$ cat config.mk
export PLATFORM = sky130hd
export DESIGN_NAME = lcd_spi_writer_flat
export DESIGN_NICKNAME = d
export VERILOG_FILES = /design/src/rtl/lcd_spi_writer_if.sv /design/src/rtl/lcd_spi_writer.sv /design/src/flat_wrapper.sv
export SDC_FILE = /design/constraint.sdc
export NUM_CORES = 1
export LEC_CHECK = 0
export ABC_AREA = 0
export CAP_MARGIN = 20
export CORE_MARGIN = 5
export CORE_UTILIZATION = 60
export CTS_BUF_LIST = sky130_fd_sc_hd__clkbuf_8
export DETAILED_ROUTE_END_ITERATION = 10
export DONT_BUFFER_PORTS = 1
export HOLD_SLACK_MARGIN = 0.15
export MAX_ROUTING_LAYER = met4
export PLACE_DENSITY = 0.73
export SYNTH_ARGS = -nofsm -noshare
export SYNTH_HDL_FRONTEND = slang
export SYNTH_SLANG_ARGS = --single-unit
$ cat constraint.sdc
create_clock -name sys_clk_50MHz -period 2.4 [get_ports sys_clk_50MHz]
set_input_delay 0.36 -clock sys_clk_50MHz [delete_from_list [all_inputs] [get_ports sys_clk_50MHz]]
set_output_delay 0.36 -clock sys_clk_50MHz [all_outputs]
set_load 0.005 [all_outputs]
$ cat src/rtl/lcd_spi_writer_if.sv
// Byte-write handshake between the LCD sequencer mux and the SPI serialiser.
// Latency: n/a (signal bundle only).
// Backpressure: busy/wr_done tell the sequencer when the next word may be presented.
interface lcd_spi_writer_if;
  logic [8:0] wr_data;   // [8]=1 data, [8]=0 command; [7:0]=byte
  logic       en_write;  // level request, sampled only while the writer is idle
  logic       wr_done;   // one-cycle pulse once the byte has left the pins
  logic       busy;      // high whenever the writer is not idle

  // Sequencer side: presents words, watches completion.
  modport master (
    output wr_data,
    output en_write,
    input  wr_done,
    input  busy
  );

  // Writer side: consumes words, reports completion.
  modport slave (
    input  wr_data,
    input  en_write,
    output wr_done,
    output busy
  );
endinterface

$ cat src/rtl/lcd_spi_writer.sv
// Serialises 9-bit {dc, byte} words MSB-first onto a 4-wire mode-0 SPI LCD bus.
// Latency: pins move 1 cycle after acceptance; wr_done at 17*CLK_DIV+1; period 17*CLK_DIV+2+GAP_CYCLES.
// Backpressure: en_write is only sampled in IDLE; words presented while busy are ignored.
module lcd_spi_writer #(
  parameter int CLK_DIV    = 2,  // SCLK half-period in sys clocks, 1..255
  parameter int GAP_CYCLES = 2   // CS-high idle cycles after wr_done, 1..15
) (
  input  logic            sys_clk_50MHz,
  input  logic            sys_rst,
  lcd_spi_writer_if.slave wr_if,
  output logic            lcd_cs,
  output logic            lcd_sclk,
  output logic            lcd_mosi,
  output logic            lcd_dc
);

  typedef enum logic [2:0] {
    ST_IDLE,
    ST_SHIFT,
    ST_HOLD,
    ST_DONE,
    ST_GAP
  } state_t;

  localparam logic [7:0] DIV_LAST = 8'(CLK_DIV - 1);
  localparam logic [3:0] GAP_LAST = 4'(GAP_CYCLES - 1);

  state_t     state_q, state_d;
  logic [7:0] div_q, div_d;       // half-period divider, 0..CLK_DIV-1
  logic       phase_q, phase_d;   // 0 = SCLK low half, 1 = SCLK high half
  logic [2:0] bit_q, bit_d;       // bit index, 7 down to 0
  logic [3:0] gap_q, gap_d;       // CS-high gap counter
  logic [7:0] shreg_q, shreg_d;   // byte latched at acceptance
  logic       dc_q, dc_d;         // D/C latched at acceptance

  // Next-cycle pin values, decoded from the current state and registered below
  // so every pin comes straight off a flop.
  logic cs_d, sclk_d, mosi_d, done_d, busy_d;
  logic done_q, busy_q;

  logic div_wrap;
  assign div_wrap = (div_q == DIV_LAST);

  // State, counters and latched word.
  always_ff @(posedge sys_clk_50MHz) begin
    if (sys_rst) begin
      state_q <= ST_IDLE;
      div_q   <= '0;
      phase_q <= 1'b0;
      bit_q   <= '0;
      gap_q   <= '0;
      shreg_q <= '0;
      dc_q    <= 1'b0;
    end else begin
      state_q <= state_d;
      div_q   <= div_d;
      phase_q <= phase_d;
      bit_q   <= bit_d;
      gap_q   <= gap_d;
      shreg_q <= shreg_d;
      dc_q    <= dc_d;
    end
  end

  // Next-state, counter sequencing and pin decode.
  always_comb begin
    state_d = state_q;
    div_d   = div_q;
    phase_d = phase_q;
    bit_d   = bit_q;
    gap_d   = gap_q;
    shreg_d = shreg_q;
    dc_d    = dc_q;
    cs_d    = 1'b1;
    sclk_d  = 1'b0;
    mosi_d  = 1'b0;
    done_d  = 1'b0;
    busy_d  = 1'b1;

    case (state_q)
      ST_IDLE: begin
        busy_d = 1'b0;
        if (wr_if.en_write) begin
          shreg_d = wr_if.wr_data[7:0];
          dc_d    = wr_if.wr_data[8];
          div_d   = '0;
          phase_d = 1'b0;
          bit_d   = 3'd7;
          state_d = ST_SHIFT;
        end
      end

      ST_SHIFT: begin
        // MOSI follows the bit index, which only steps when SCLK drops, so
        // data is stable for the whole low half before each rising edge.
        cs_d   = 1'b0;
        sclk_d = phase_q;
        mosi_d = shreg_q[bit_q];
        if (div_wrap) begin
          div_d = '0;
          if (!phase_q) begin
            phase_d = 1'b1;
          end else begin
            phase_d = 1'b0;
            if (bit_q == 3'd0) begin
              state_d = ST_HOLD;
            end else begin
              bit_d = bit_q - 3'd1;
            end
          end
        end else begin
          div_d = div_q + 8'd1;
        end
      end

      ST_HOLD: begin
        // Keep CS low with bit0 on MOSI for one half-period of hold time.
        cs_d   = 1'b0;
        mosi_d = shreg_q[bit_q];
        if (div_wrap) begin
          div_d   = '0;
          state_d = ST_DONE;
        end else begin
          div_d = div_q + 8'd1;
        end
      end

      ST_DONE: begin
        done_d  = 1'b1;
        gap_d   = '0;
        state_d = ST_GAP;
      end

      ST_GAP: begin
        // Gives the sequencer time to advance its counter and data register.
        if (gap_q == GAP_LAST) begin
          state_d = ST_IDLE;
        end else begin
          gap_d = gap_q + 4'd1;
        end
      end

      default: begin
        state_d = ST_IDLE;
      end
    endcase
  end

  // Registered pins and handshake outputs.
  always_ff @(posedge sys_clk_50MHz) begin
    if (sys_rst) begin
      lcd_cs   <= 1'b1;
      lcd_sclk <= 1'b0;
      lcd_mosi <= 1'b0;
      lcd_dc   <= 1'b0;
      done_q   <= 1'b0;
      busy_q   <= 1'b0;
    end else begin
      lcd_cs   <= cs_d;
      lcd_sclk <= sclk_d;
      lcd_mosi <= mosi_d;
      lcd_dc   <= dc_q;
      done_q   <= done_d;
      busy_q   <= busy_d;
    end
  end

  assign wr_if.wr_done = done_q;
  assign wr_if.busy    = busy_q;

endmodule

$ cat src/flat_wrapper.sv
// flat-port wrapper written by rule: the top's interface ports become plain ports
module lcd_spi_writer_flat 
#(
  parameter int CLK_DIV    = 2,                                           
  parameter int GAP_CYCLES = 2                                              
)
  (sys_clk_50MHz, sys_rst, lcd_cs, lcd_sclk, lcd_mosi, lcd_dc, wr_if_wr_data, wr_if_en_write, wr_if_wr_done, wr_if_busy);
  lcd_spi_writer_if wr_if_i ();
  input  logic sys_clk_50MHz;
  input  logic sys_rst;
  output logic lcd_cs;
  output logic lcd_sclk;
  output logic lcd_mosi;
  output logic lcd_dc;
  input wire logic [$bits(wr_if_i.wr_data)-1:0] wr_if_wr_data;
  input wire logic [$bits(wr_if_i.en_write)-1:0] wr_if_en_write;
  output wire logic [$bits(wr_if_i.wr_done)-1:0] wr_if_wr_done;
  output wire logic [$bits(wr_if_i.busy)-1:0] wr_if_busy;
  assign wr_if_i.wr_data = wr_if_wr_data;
  assign wr_if_i.en_write = wr_if_en_write;
  assign wr_if_wr_done = wr_if_i.wr_done;
  assign wr_if_busy = wr_if_i.busy;
  lcd_spi_writer #(.CLK_DIV(CLK_DIV), .GAP_CYCLES(GAP_CYCLES)) u_core (.sys_clk_50MHz(sys_clk_50MHz), .sys_rst(sys_rst), .wr_if(wr_if_i), .lcd_cs(lcd_cs), .lcd_sclk(lcd_sclk), .lcd_mosi(lcd_mosi), .lcd_dc(lcd_dc));
endmodule
# After elaboration in Yosys (flattened, before gate mapping)

Cells that the tools add are included.

$add $sub $neg: 3
Multipliers: 0
Div/mod/pow operators: 0
$lt $le $gt $ge: 1
Eq/ne operators: 14
Shifts and indexed selects: 0
Muxes and demuxes: 26
Bitwise gates (word level): 2
Reduce and logical (&&, ||, !) cells: 14

Operators with widths:

| cell                                                | count |
|---|---|
| 2-to-1 mux 3 bit                                    | 10 |
| 2-to-1 mux 8 bit                                    | 2 |
| case mux 8 bit (2 select lines)                     | 1 |
| case mux 3 bit (5 select lines)                     | 1 |
| != test 2 x 1 -> 1 bit (second input constant)      | 5 |
| adder 8 x 1 -> 8 bit (second input constant)        | 1 |
| == test 8 x 1 -> 1 bit (second input constant)      | 1 |
| case mux 4 bit (2 select lines)                     | 1 |
| 2-to-1 mux 1 bit                                    | 7 |
| == test 3 x 2 -> 1 bit (second input constant)      | 2 |
| logical NOT 3 bit                                   | 2 |
| != test 2 bit (second input constant)               | 3 |
| case mux 3 bit (2 select lines)                     | 1 |
| AND reduction 2 bit                                 | 3 |
| AND reduction 6 bit                                 | 1 |
| nonzero test 2 bit                                  | 3 |
| OR reduction 2 bit                                  | 3 |
| AND reduction 5 bit                                 | 1 |
| adder 4 x 1 -> 4 bit (second input constant)        | 1 |
| == test 4 x 1 -> 1 bit (second input constant)      | 1 |
| < comparator 3 x 4 -> 1 bit (second input constant) | 1 |
| 2-to-1 mux 4 bit                                    | 1 |
| binary-select mux 1 bit (select 3 bit)              | 1 |
| == test 3 x 1 -> 1 bit (second input constant)      | 1 |
| 5 further kinds                                     | 6 |

Flip-flop bits (word level): 34
Bits in latches: 0
Memory bits (writable): 0
ROM bits: 0
Output and inout bits: 6
Word-level logic and storage cells: 73
Memories: 0

# Logic depth before layout (Yosys ltp)

Gate-level depths: netlist of run 1.

Depth after elaboration: 5
Depth in mapped cells: 6
Depth with buffers taken out: 6

# Worst setup path after synthesis of run 1

OpenSTA, ideal clock, no wires.

Kind: register -> register
Start: reg u_core.div_q[0]
End: reg u_core.state_q[2]
Library setup time: 0.116 ns
Arrival time: 1.486 ns
Required time: 2.284 ns
Path slack: 0.798 ns
Cell stages (with the launch flop): 6
Period minus slack after synthesis: 1.602 ns
Cell sequence: dfxtp_1 -> ha_1 -> nor4b_4 -> a211oi_1 -> or3_1 -> a31o_1

Word-level cells in the longest chain between the ends: 3

Ends and longest elaborated chain:

| element                          | line                 | text |
|---|---|---|
| start: declaration               | lcd_spi_writer.sv:29 | `logic [7:0] div_q, div_d;` |
| start signal: assignment         | lcd_spi_writer.sv:56 | `div_q <= div_d;` |
| == test 8 x 1 -> 1 bit *         | lcd_spi_writer.sv:42 | `assign div_wrap = (div_q == DIV_LAST);` |
| != test 2 x 1 -> 1 bit (no line) | -                    |  |
| AND reduction 6 bit (no line) *  | -                    |  |
| end signal: assignment           | lcd_spi_writer.sv:55 | `state_q <= state_d;` |
| end: declaration                 | lcd_spi_writer.sv:28 | `state_t state_q, state_d;` |

Mark *: on every way between the ends. The rest lies on a longest branch, timed or not.
A chain may end at the register's enable or synchronous reset.

# Final worst setup path of run 1

Start: reg u_core.state_q[0]
End: reg u_core.bit_q[2]

Word-level cells in the longest chain between the ends: 3

Ends and longest elaborated chain:

| element                                                            | line                 | text |
|---|---|---|
| == test 3 x 1 -> 1 bit / logical NOT 3 bit (equally long branches) | lcd_spi_writer.sv:80 | `case (state_q)` |
| != test 2 x 1 -> 1 bit (no line), or another cell as far along     | -                    |  |
| AND reduction 5 bit (no line)                                      | -                    |  |
| end signal: assignment                                             | lcd_spi_writer.sv:58 | `bit_q <= bit_d;` |
| end: declaration                                                   | lcd_spi_writer.sv:31 | `logic [2:0] bit_q, bit_d;` |

Several ways; a longest one is shown, not always the timed one.

==> results of run 1 <==
==> power by group <==
| part | switching (µW) | total, µW | internal [µW] |
|---|---|---|---|
| logic | 325 | 584 | 259 |
| clock network | 209 | 652 | 443 |
| registers | 141 | 810 | 669 |
==> synth_stat cells, types with 3 or more instances <==
master | number | area share, %
xnor2_1 | 5 | 2.7
nand2_1 | 22 | 5.1
nand4_1 | 4 | 1.5
dfxtp_1 | 34 | 42
nor3_1 | 6 | 1.9
nor4_1 | 3 | 1.2
nor3b_1 | 3 | 1.4
buf_2 | 3 | 0.92
a21oi_1 | 14 | 4.3
o21ai_0 | 6 | 1.9
or3_1 | 5 | 1.9
ha_1 | 6 | 4.6
nor2b_1 | 3 | 1.2
nor2_1 | 15 | 3.5
xor2_1 | 5 | 2.7
inv_1 | 8 | 1.9
==> critical path: cells and delay by family, from the launching register on <==
kind            cells  cell delay (ns)
compound gates      1             0.17
flops               1             0.68
simple gates        2             0.93
==> metrics by stage <==
stage | instances | setup WS, ns | cell area [µm²]
after floorplan | 182 | 0.798 | 1620
after global placement | 205 | 0.674 | 1620
after detailed placement | 205 | 0.532 | 1620
after CTS | 214 | 0.480 | 1780
after global routing | 214 | 0.368 | 1780
final | 214 | 0.464 | 1780
==> registers in the layout (all words and copies together), names as in the netlist <==
| register | flops |
|---|---|
| u_core.bit_q | 3 |
| u_core.dc_q | 1 |
| u_core.div_q | 8 |
| u_core.gap_q | 4 |
| u_core.lcd_cs | 1 |
| u_core.lcd_dc | 1 |
| u_core.lcd_mosi | 1 |
| u_core.lcd_sclk | 1 |
| u_core.phase_q | 1 |
| u_core.shreg_q | 8 |
| u_core.state_q | 3 |
| u_core.wr_if.busy | 1 |
| u_core.wr_if.wr_done | 1 |
==> cell type report <==
| cell class | instances | share of cell area, % |
|---|---|---|
| clock buffers | 6 | 4.65 |
| clock inverters | 2 | 3.38 |
| inverters | 8 | 1.69 |
| multi-input cells | 133 | 49.3 |
| flip-flops and latches | 34 | 38.3 |
| well taps | 30 | 2.11 |
| repair buffers | 1 | 0.564 |
==> final timing paths <==
path,from,to,slack [ns],cells after the start
worst max-delay path,u_core.state_q[0],u_core.bit_q[2],0.46,3
worst min-delay path,wr_if_wr_data[5],u_core.shreg_q[5],0.21,2
worst max register to register,u_core.state_q[0],u_core.bit_q[2],0.46,3
worst min register to register,u_core.dc_q,u_core.dc_q,0.45,2
==> cells by family after synthesis <==
kind of cell	after synthesis
and+or+nand+nor	75
AOI/OAI and AO/OA	38
DFF	34
buffers and inverters	15
xor gates and xnor gates	10
adders and majority gates	6
muxes	4
==> layer usage <==
layer	GRT usage [%]	part of all wire, %	vias to the layer above
met1	21.6	42	603
met3	4.13	4.2	15
met4	12.4	2.6	0
li1	-	-	654
met2	34.2	51	26
met5	-	0	-
==> what timing repair did <==
item	CTS	global route
hold endpoints to repair	18	0
buffers inserted	0	0
hold buffers	1	0
==> results.py, run 1 <==
metrics = {
    "outcome": {
        "status": "completed",
    },
    "route": {
        "drt-wirelength-per-cell_um": 15.2,
        "vias_per_cell": 6.07,
        "ant_nets": 0,
        "num_vias": 1298,
        "routed_wl_mm": 3.25,
        "drt_iter0_drc": 43,
        "firstDrtPassIters": 4,
        "drc": 0,
    },
    "final_layout": {
        "drive_above_1_share_pct": 8.70,
        "ff_latch_area_um2": 681,
        "final_cell_mix": "dfxtp_1, nand2_1, nor2_1",
        "area_growth_syn_to_layout_pct": 9.41,
        "final_util_pct": 70.4,
        "final_common_cell": "dfxtp_1",
        "final_nets": 201,
        "multi_input_area_um2": 875,
        "nFillCells": 206,
        "num_antenna_cells": 0,
    },
    "global_routing": {
        "grt_pass1_vias": 1256,
        "antenna_found_initial": 0,
        "grt.total_usage_pct": 20.3,
        "grt_pass1_wl_mm": 5.50,
        "gr-total-overflow": 0,
        "grt_max_degree": 20,
    },
    "worst_setup_path": {
        "cpMaxStageDelayCell": "dfxtp_1",
        "crit_path_start_kind": "flip-flop",
        "max_stage_delay_ns": 0.68,
        "critPathRequiredTime_ns": 2.54,
        "endpoint_kind": "flip-flop",
        "critical_path_class": "reg2reg",
        "crit_fanout": 19,
        "crit_path_cell_trace": "or3b_1, nor4_1, a311oi_1",
        "cp.arrival_ns": 2.07,
    },
    "placed_design": {
        "gp_congestion": 0.767,
        "numPortBuffers": 0,
        "dp_hpwl_mm": 2.34,
    },
    "sta": {
        "whs_ns": 0.207,
        "slew_violations": 0,
        "fmax_ghz": 0.516,
        "rsz0062_at_grt": "false",
        "period_share_pct": 80.7,
        "setup_viol": 0,
        "fin_setup_tns_ns": 0,
        "tightestPinTransition_ns": 0.677,
        "slew_headroom_pct": 54.7,
        "clock_skew_ns": 0.00436,
        "hold_viol_final": 0,
        "fin_crit_ns": 1.94,
    },
    "floorplan": {
        "initial_utilization_pct": 64.3,
        "core_um2": 2520,
        "chipWidth_um": 62.0,
        "rows": 18,
        "die_area_um2": 3840,
        "pin_count": 18,
        "die_y_um": 62.0,
    },
    "synth": {
        "synth_compound_area_share_pct": 15.0,
        "syn_avg_cell_area_um2": 8.92,
        "synth-edff-count": 0,
        "netlist_area_um2": 1620,
        "async_reset_ff_share_pct": 0,
        "synth_nets": 200,
        "synth-adder-area-share_pct": 4.63,
        "synthFlopType": "dfxtp_1",
        "ys_seq_elements": 34,
        "synth_top_family_by_area": "simple AND/OR/NAND/NOR gates",
        "synth-xor-area-share_pct": 5.40,
        "ys_warn_count": 0,
        "synthMuxAreaShare_pct": 4.01,
        "synth_cells": 182,
        "ys_seq_area_share_pct": 41.9,
        "synthDistinctLibCells": 46,
        "yosys.area_share.simple_pct": 24.8,
    },
    "clock_tree": {
        "cts_buffers": 5,
        "cts_tree": "built",
        "ctsResizeCount": 0,
        "clkLatencyLatePin_ns": 0.29,
        "clk_pin_slew_ns": 0.07,
        "root_buffer": "clkbuf_8",
        "numClockSinks": 34,
        "cts-htree-levels": 2,
        "clk_path_buf_depth": 2,
    },
    "power": {
        "leakagePower_uw": 0.000667,
        "vdd_drop_max_mv": 0.799,
        "p_total_uw": 2040,
        "powerDensity_nw_per_um2": 1150,
    },
    "min_path": {
        "hold_class": "in2reg",
    },
    "job": {
        "cap_violations": 0,
    },
}
No activity file was read; power rests on OpenSTA's default activity.
==> inputs of run 2 (changes only) <==
CORE_UTILIZATION = 58   (was 60)
clock period = 1.65 ns   (was 2.4 ns; I/O delays follow)
==> run 2 against run 1 <==
Effect of this change: critical path type unchanged; power rose by 52%; routed wire length rose by 17%; combinational power rose by 130%; clock skew rose by 0.0025 ns; register-to-register slack got worse by 0.46 ns; setup slack got worse by 0.46 ns; critical endpoint is now u_core.gap_q[2]; clock-buffer cell count did not move; sequential cell count did not move; utilization rose by 6.0 points.
==> results.py, run 2 (same netlist as run 1, synthesis figures left out) <==
metrics = {
    "power": {
        "leakagePower_uw": 0.000800,
        "switching_share_pct": 36.5,
        "comb_power_share_pct": 43.7,
        "vdd_drop_max_mv": 1.19,
        "switching_power_uw": 1140,
        "p_total_uw": 3110,
        "powerDensity_nw_per_um2": 1500,
        "power_frac_clock_pct": 20.6,
        "p_seq_share_pct": 35.7,
        "p_int_uw": 1980,
    },
    "sta": {
        "fin_setup_tns_ns": 0,
        "setup_viol": 0,
        "tightestPinTransition_ns": 0.704,
        "fmax_ghz": 0.608,
        "period_share_pct": 99.7,
        "hold_viol_final": 0,
        "slew_headroom_pct": 52.9,
        "clock_skew_ns": 0.00684,
        "fin_crit_ns": 1.64,
        "slew_violations": 0,
    },
    "clock_tree": {
        "cts_tree": "built",
        "cts-htree-levels": 2,
        "clkLatencyLatePin_ns": 0.29,
        "clk_pin_slew_ns": 0.07,
        "root_buffer": "clkbuf_8",
        "cts_buffers": 5,
        "clk_path_buf_depth": 2,
        "numClockSinks": 34,
    },
    "worst_setup_path": {
        "max_stage_delay_ns": 0.42,
        "crit_family": "simple AND/OR/NAND/NOR gates",
        "crit_path_cell_trace": "buf_4, or3b_4, a2bb2oi_2, or3_1, a21oi_1",
        "r2r_start": "u_core.state_q[0]",
        "worst-path-buf-inv": 1,
        "crit_path_start_kind": "flip-flop",
        "r2r_slack_ns": 0.005,
        "rr_endpoint": "u_core.gap_q[2]",
        "cp.arrival_ns": 1.86,
        "r2r_cells": 5,
        "cpMaxStageDelayCell": "or3b_4",
        "crit_fanout": 10,
        "critical_path_class": "reg2reg",
        "critPathRequiredTime_ns": 1.87,
        "endpoint_kind": "flip-flop",
    },
    "placed_design": {
        "numPortBuffers": 0,
        "dpl_cell_area_um2": 1740,
        "dp_hpwl_mm": 2.56,
        "gp_congestion": 0.842,
    },
    "min_path": {
        "hold_start": "sys_rst",
        "whs_path_depth": 2,
        "min_to": "u_core.gap_q[0]",
        "hold_class": "in2reg",
    },
    "route": {
        "num_vias": 1432,
        "drt-wirelength-per-cell_um": 15.6,
        "vias_per_cell": 5.87,
        "routed_wl_mm": 3.80,
        "drt_iter0_drc": 36,
        "firstDrtPassIters": 4,
        "ant_nets": 0,
        "drc": 0,
    },
    "final_layout": {
        "final_cell_area_um2": 2070,
        "num_antenna_cells": 0,
        "nFillCells": 189,
        "drive_above_1_share_pct": 25.8,
        "final_common_cell": "dfxtp_1",
        "reg_top3": "u_core.div_q: 8 flops, u_core.shreg_q: 8 flops, u_core.gap_q: 4 flops",
        "multi_input_area_um2": 961,
        "ff_latch_area_um2": 691,
        "area_growth_syn_to_layout_pct": 27.6,
        "final_util_pct": 76.4,
        "final_nets": 230,
        "final_cell_mix": "dfxtp_1, nand2_1, buf_4",
    },
    "global_routing": {
        "grt.total_usage_pct": 19.5,
        "grt_max_degree": 23,
        "gr-total-overflow": 0,
        "grt_pass1_vias": 1389,
        "grt_pass1_wl_mm": 6.13,
        "antenna_found_initial": 0,
    },
    "floorplan": {
        "pin_count": 18,
        "die_y_um": 62.9,
        "rows": 19,
        "chipWidth_um": 62.9,
        "core_um2": 2710,
        "die_area_um2": 3960,
        "initial_utilization_pct": 59.9,
    },
    "job": {
        "cap_violations": 0,
    },
    "outcome": {
        "status": "completed",
    },
}
==> run 2: cell count changes in the layout (fill, tap and decap cells not counted), sizes merged <==
cell / previous run / this run
buf: 0 / 18
bufinv: 2 / 0
clkinv: 0 / 1
clkinvlp: 0 / 1
dlygate4sd3: 1 / 12
==> run 2: worst max path at each step <==
stage	from	end	slack, ns	cells past startpoint
after global routing	u_core.state_q[0]	u_core.gap_q[2]	-0.01	5
after global placement	u_core.state_q[2]	u_core.bit_q[2]	0.04	4
after detailed placement	u_core.gap_q[1]	u_core.state_q[2]	-0.07	6
final	u_core.state_q[0]	u_core.gap_q[2]	0.005	5
after CTS	u_core.div_q[1]	u_core.div_q[1]	0.003	7
after floorplan	u_core.div_q[0]	u_core.state_q[2]	0.05	5
==> run 2: power by group through the flow <==
stage / combinational, µW / clock, µW / sequential (µW)
final: 1360 / 641 / 1110
after global routing: 1500 / 699 / 1130
after CTS: 1200 / 656 / 1090
after detailed placement: 1110 / 0 / 1110
after global placement: 1060 / 0 / 1100
after floorplan: 771 / 0 / 1090
==> run 2: per-stage QoR <==
| step | setup slack [ns] | hold WS (ns) | cells |
|---|---|---|---|
| after detailed placement | -0.0672 | 0.323 | 222 |
| after global placement | 0.0448 | 0.319 | 222 |
| after global routing | -0.0116 | 0.153 | 244 |
| final | 0.00518 | 0.159 | 244 |
| after floorplan | 0.0480 | 0.383 | 182 |
| after CTS | 0.00315 | 0.0164 | 233 |
==> run 2: cell type report <==
| class | instances | area share [%] |
|---|---|---|
| clock buffer | 6 | 3.99 |
| clock inverter | 2 | 0.604 |
| tap | 31 | 1.87 |
| inverter | 8 | 1.45 |
| timing repair buffer | 30 | 12.3 |
| sequential | 34 | 33.4 |
| multi-input combinational | 133 | 46.4 |
==> run 2: timing repair <==
action                                  4_1_cts  5_1_grt
gates resized for setup                       8       22
gates cloned                                  0        0
endpoints found under the hold margin        20       18
hold buffers                                  2       10
pin swaps                                     1        6
setup buffers                                 1        1
endpoints found under the setup margin       13       14
==> run 2: layer usage <==
layer | vias up | GRT usage [%] | share of wire [%]
li1 | 705 | - | -
met1 | 683 | 20.5 | 41
met2 | 32 | 35.4 | 54
met3 | 12 | 3.96 | 3.7
met4 | 0 | 7.16 | 2.1
met5 | - | - | 0
